File: config.mk
export PLATFORM = sky130hd
export DESIGN_NAME = seg_scan_ctrl
export DESIGN_NICKNAME = d
export VERILOG_FILES = /design/src/rtl/seg_scan_ctrl.sv
export SDC_FILE = /design/constraint.sdc
export NUM_CORES = 1
export LEC_CHECK = 0
export ABC_AREA = 1
export ABC_CLOCK_PERIOD_IN_PS = 3930
export CAP_MARGIN = 20
export CORE_UTILIZATION = 55
export DETAILED_ROUTE_END_ITERATION = 12
export DONT_BUFFER_PORTS = 1
export PLACE_DENSITY = 0.74
export SLEW_MARGIN = 10
export SYNTH_ARGS = -nofsm -noshare
export SYNTH_HDL_FRONTEND = slang
export SYNTH_SLANG_ARGS = --single-unit
File: constraint.sdc
create_clock -name clk -period 3.93 [get_ports clk]
set_input_delay 0.393 -clock clk [delete_from_list [all_inputs] [get_ports clk]]
set_output_delay 0.393 -clock clk [all_outputs]
set_load 0.05 [all_outputs]
File: src/rtl/seg_scan_ctrl.sv
`timescale 1ns/1ps
// Time-multiplexed scan controller for a 4-digit common-anode seven-segment display.
// Double-buffers the displayed value so updates only land on frame boundaries.
module seg_scan_ctrl #(
   parameter int ON_CYCLES  = 100000,
   parameter int GAP_CYCLES = 1000
) (
   input  logic        clk,
   input  logic        reset,
   input  logic        en,
   input  logic        load,
   input  logic [15:0] value_in,
   input  logic [3:0]  dp_in,
   input  logic        lzb,
   output logic [3:0]  hex_out,
   output logic [3:0]  an,
   output logic        dp,
   output logic        pending,
   output logic        frame_tick
);

   localparam int MAXC = (ON_CYCLES > GAP_CYCLES) ? ON_CYCLES : GAP_CYCLES;
   localparam int CW   = (MAXC > 1) ? $clog2(MAXC) : 1;
   localparam logic [CW-1:0] ON_LAST  = CW'(ON_CYCLES - 1);
   localparam logic [CW-1:0] GAP_LAST = CW'((GAP_CYCLES > 0) ? GAP_CYCLES - 1 : 0);

   typedef enum logic [1:0] {S_OFF, S_ON, S_GAP} state_t;

   state_t        state, state_n;
   logic [CW-1:0] cnt, cnt_n;
   logic [1:0]    idx, idx_n;
   logic          boundary;
   logic          commit;
   logic          blank;
   logic [15:0]   shadow, active;
   logic [3:0]    dps, dpa;
   logic [3:0]    hex_n, an_n;
   logic          dp_n;

   always_ff @(posedge clk or posedge reset) begin
      if (reset) begin
         state <= S_OFF;
         cnt   <= '0;
         idx   <= '0;
      end else begin
         state <= state_n;
         cnt   <= cnt_n;
         idx   <= idx_n;
      end
   end

   // Boundary marks the last cycle of digit 3's slot; dropping en abandons the frame silently.
   always_comb begin
      state_n  = state;
      cnt_n    = cnt;
      idx_n    = idx;
      boundary = 1'b0;
      case (state)
         S_OFF: begin
            cnt_n = '0;
            idx_n = '0;
            state_n = S_ON;
         end
         S_ON: begin
            if (cnt == ON_LAST) begin
               cnt_n = '0;
               if (GAP_CYCLES == 0) begin
                  idx_n    = idx + 2'd1;
                  boundary = (idx == 2'd3);
               end else begin
                  state_n = S_GAP;
               end
            end else begin
               cnt_n = cnt + CW'(1);
            end
         end
         S_GAP: begin
            if (cnt == GAP_LAST) begin
               cnt_n    = '0;
               state_n  = S_ON;
               idx_n    = idx + 2'd1;
               boundary = (idx == 2'd3);
            end else begin
               cnt_n = cnt + CW'(1);
            end
         end
         default: state_n = S_OFF;
      endcase
      if (!en) begin
         state_n  = S_OFF;
         cnt_n    = '0;
         idx_n    = '0;
         boundary = 1'b0;
      end
   end

   assign commit = (state == S_OFF) || boundary;

   // A load coinciding with a commit goes straight through to the active buffer.
   always_ff @(posedge clk or posedge reset) begin
      if (reset) begin
         shadow  <= '0;
         dps     <= '0;
         active  <= '0;
         dpa     <= '0;
         pending <= 1'b0;
      end else begin
         if (load) begin
            shadow <= value_in;
            dps    <= dp_in;
         end
         if (commit) begin
            active  <= load ? value_in : shadow;
            dpa     <= load ? dp_in : dps;
            pending <= 1'b0;
         end else if (load) begin
            pending <= 1'b1;
         end
      end
   end

   always_comb begin
      blank = 1'b0;
      case (idx)
         2'd1:    blank = (active[15:4] == 12'd0);
         2'd2:    blank = (active[15:8] == 8'd0);
         2'd3:    blank = (active[15:12] == 4'd0);
         default: blank = 1'b0;
      endcase
      blank = blank && lzb;
      hex_n = active[{idx, 2'b00} +: 4];
      an_n  = 4'hF;
      dp_n  = 1'b1;
      if (state == S_ON && !blank) begin
         an_n = ~(4'b0001 << idx);
         dp_n = ~dpa[idx];
      end
   end

   always_ff @(posedge clk or posedge reset) begin
      if (reset) begin
         hex_out    <= '0;
         an         <= 4'hF;
         dp         <= 1'b1;
         frame_tick <= 1'b0;
      end else begin
         hex_out    <= hex_n;
         an         <= an_n;
         dp         <= dp_n;
         frame_tick <= boundary;
      end
   end

endmodule
==> out/qor.csv <==
stage,metric,value,unit
status,status,"finished, final reports clean",
global_route,Total GRT Usage,0.227,
placement,dpl hpwl,4570,µm
cts,CTS buffer count,9,
power,Total Power,0.00232,W
timing,final setup fails,0,
power,Sw Pwr,0.000884,W
floorplanning,Initial Util,0.585,
critical_path,flop2flop setup slack,1.52,ns
global_route,vias in the first global route,2279,
critical_path,crit-path max cell delay,0.60,ns
cts,htree depth,3,
power,Sw Share,0.381,
cts,Resize count post-CTS,0,
timing,setup TNS,0,ns
floorplanning,Ports,36,
min_path,Hold Startpoint,value_in[14],
power,clock power share,0.280,
synthesis,synth unique cells,33,
synthesis,post-synthesis async set-or-reset flop share,1.00,
finish,multi-input logic area,1560,µm²
min_path,hold path depth,2,
timing,Final Skew,0.00975,ns
timing,Final Slew Violations,0,
power,pwr/cell area,606,nW/µm²
global_route,largest net degree at the start of global routing,47,
route,Routed Antenna Nets,0,
finish,n_diodes,0,
power,maximum VDD drop,0.472,mV
timing,Final period util,0.612,
job,# Max-Cap Violations,0,
placement,placed cells,483,
timing,final hold viol count,0,
global_route,first-pass GRT wire length,11200,µm
critical_path,"Req. time, crit path",4.22,ns
cts,CTS tree,done,
critical_path,Worst R2R Path Depth,8,
global_route,GRT overflow,0,
route,initial drt markers,186,
synthesis,cell with the most instances after synthesis,nand2_1,
critical_path,WS Path Type,reg2reg,
critical_path,crit-path max FO,23,
synthesis,yosys warns,0,
power,leakage,1.86,nW
route,First-pass DRT Iterations,4,
synthesis,Mapped Cells,421,
floorplanning,Site Rows,28,
power,Comb pwr share,0.222,
synthesis,most instantiated cells after synthesis,"nand2_1 (154), dfrtp_1 (67), nor2_1 (33), nand3_1 (26), inv_1 (24)",
critical_path,slowest CP cell,nand2_2,
timing,Max-slew headroom,0.320,
synthesis,top post-synthesis cells by area,"dfrtp_1 (47%), nand2_1 (16%), dfstp_2 (3.7%)",
placement,number of port buffers,0,
min_path,Hold Path End,shadow[14],
cts,CTS Buffer Depth,2,
synthesis,"Top FF cell, synth",dfrtp_1,
cts,CTS Root Cell,clkbuf_8,
cts,postcts setup bufs,0,
finish,Area Growth Syn to Fin,7.29,%
synthesis,"Avg Cell Area, Syn",8.48,µm²
timing,minimum clock period,2.41,ns
route,drt wl/cell,13.5,µm
floorplanning,core footprint,6100,µm²
finish,Total Nets Final,456,
critical_path,cell mode on critical path,nand2_1,
critical_path,startpoint types,flop,
critical_path,Crit. End Element,flop,
route,Vias/cell,5.25,
power,P_int,0.00144,W
cts,Clock transition at path regs,0.08,ns
floorplanning,die width,82.6,µm
synthesis,top cell type's share of synthesized area,0.470,
synthesis,sequential element share of the synthesized area,0.507,
timing,RSZ-0062 raised after global routing,no,
timing,Worst-Margin Slew,1.01,ns
min_path,Tightest Hold Check Type,in2reg,
critical_path,r2r endpoint,active[13],
floorplanning,Die Span Y,82.6,µm
finish,fill cell count,537,
critical_path,CP Cell Sequence,inv_1 > ha_1 > nand2_1 > inv_1 > nand4_2 > nand2_2 > nand2_1 > nand2_1,
route,total wire length,6770,µm
route,DR vias,2632,
synthesis,#FFs+latches synth,72,
finish,fraction of layout cells with a size suffix above 1,0.136,
floorplanning,die area,6810,µm²
global_route,initial antenna violation count,0,
route,DRC violations left,0,
timing,Max Fclk,0.415,GHz
cts,"Clk Latency, worst-skew pair",0.35,ns
synthesis,"area leader, netlist",dfrtp_1,
finish,Finished Layout Cells,501,
synthesis,post-synth net total,456,
critical_path,CP arrival,2.70,ns
power,Seq pwr share,0.498,
synthesis,Post-synth EDFFs,0,
synthesis,Post-Syn Area,3570,µm²
finish,register area,1810,µm²
cts,Sink Count,72,
critical_path,reg2reg start,state[0],
placement,Final Wtd Congestion,0.818,
-- power by group through the flow --
| stage | Clock (W) | Combinational [W] | Sequential (W) |
|---|---|---|---|
| 6_report | 0.000650 | 0.000516 | 0.00116 |
| 3_5_place_dp | 0 | 0.000511 | 0.00117 |
| 2_1_floorplan | 0 | 0.000447 | 0.00113 |
| 4_1_cts | 0.000656 | 0.000516 | 0.00115 |
| 3_3_place_gp | 0 | 0.000495 | 0.00116 |
| 5_1_grt | 0.000692 | 0.000586 | 0.00118 |
-- registers in the layout, summed over array words and instances, names as in the netlist --
signal,cells
active,16
an,4
cnt,17
dp,1
dpa,4
dps,4
frame_tick,1
hex_out,4
idx,2
pending,1
shadow,16
state,2
-- layout make-up --
class,instances,area share
multi-input combinational,305,0.407
clock buffer,10,0.0333
tap,75,0.0245
timing repair buffer,3,0.00980
inverter,30,0.0294
sequential,72,0.472
clock inverter,6,0.0239
-- per-layer routing --
layer	share of wire	GRT usage	up-vias
met5	0	0	-
met4	0.015	0.0845	0
met3	0.055	0.0593	9
met2	0.42	0.301	66
met1	0.51	0.349	1226
li1	-	-	1331
-- through the flow --
stage	setup slack, ns	cell area, µm²	util	hold WS [ns]
after floorplan	1.72	3570	-	0.438
after global placement	1.68	3580	0.587	0.456
final	1.52	3830	0.628	0.178
after CTS	1.50	3800	0.623	0.155
after global routing	1.26	3830	0.628	0.163
after detailed placement	1.55	3580	0.587	0.459
-- worst max-delay path by stage --
stage              from          to  cells after the start
3_5_place_dp   state[0]  active[10]                      7
4_1_cts        state[0]  active[13]                      8
3_3_place_gp     cnt[0]  active[10]                      8
5_1_grt        state[0]  active[13]                      8
2_1_floorplan     reset   active[0]                      1
6_report       state[0]  active[13]                      8
-- kinds of logic after synthesis --
logic type / Yosys count / synth area share
AO/OA/AOI/OAI: 43 / 0.0726
XOR/XNOR: 12 / 0.0295
AND/OR/NAND/NOR: 240 / 0.299
adder cells (fa/ha/maj): 10 / 0.0351
buffers and inverters: 44 / 0.0568
flip-flops: 72 / 0.507
-- layout by cell type (no fill, tap or decap), types with 3 or more instances in the layout --
| cell type | synthesis | layout |
|---|---|---|
| dfrtp_1 | 67 | 67 |
| o21ai_0 | 21 | 21 |
| clkbuf_8 | 0 | 9 |
| o22ai_1 | 3 | 3 |
| a21oi_1 | 7 | 7 |
| nor2_1 | 33 | 33 |
| xor2_1 | 7 | 7 |
| dfstp_2 | 5 | 5 |
| o21ai_2 | 10 | 10 |
| inv_1 | 24 | 23 |
| xnor2_1 | 5 | 5 |
| nand2_1 | 154 | 154 |
| inv_2 | 4 | 5 |
| nand2_2 | 4 | 4 |
| nand3_1 | 26 | 26 |
| nand2_4 | 3 | 3 |
| nand3_2 | 9 | 9 |
| nand4_1 | 3 | 3 |
| ha_1 | 10 | 10 |
-- worst max-delay path, delay by kind of cell (launching register included) --
family	cells	cell delay, ns
fa+ha+maj	1	0.24
flops	1	0.42
buf+inv	2	0.20
simple gates	5	1.48
-- repair_timing --
| action | in CTS | in global routing |
|---|---|---|
| hold buffers | 0 | 1 |
| endpoints found under the hold margin | 0 | 8 |
| setup endpoints to repair | 0 | 0 |
Note: power is estimated with default switching activity, not from simulation.
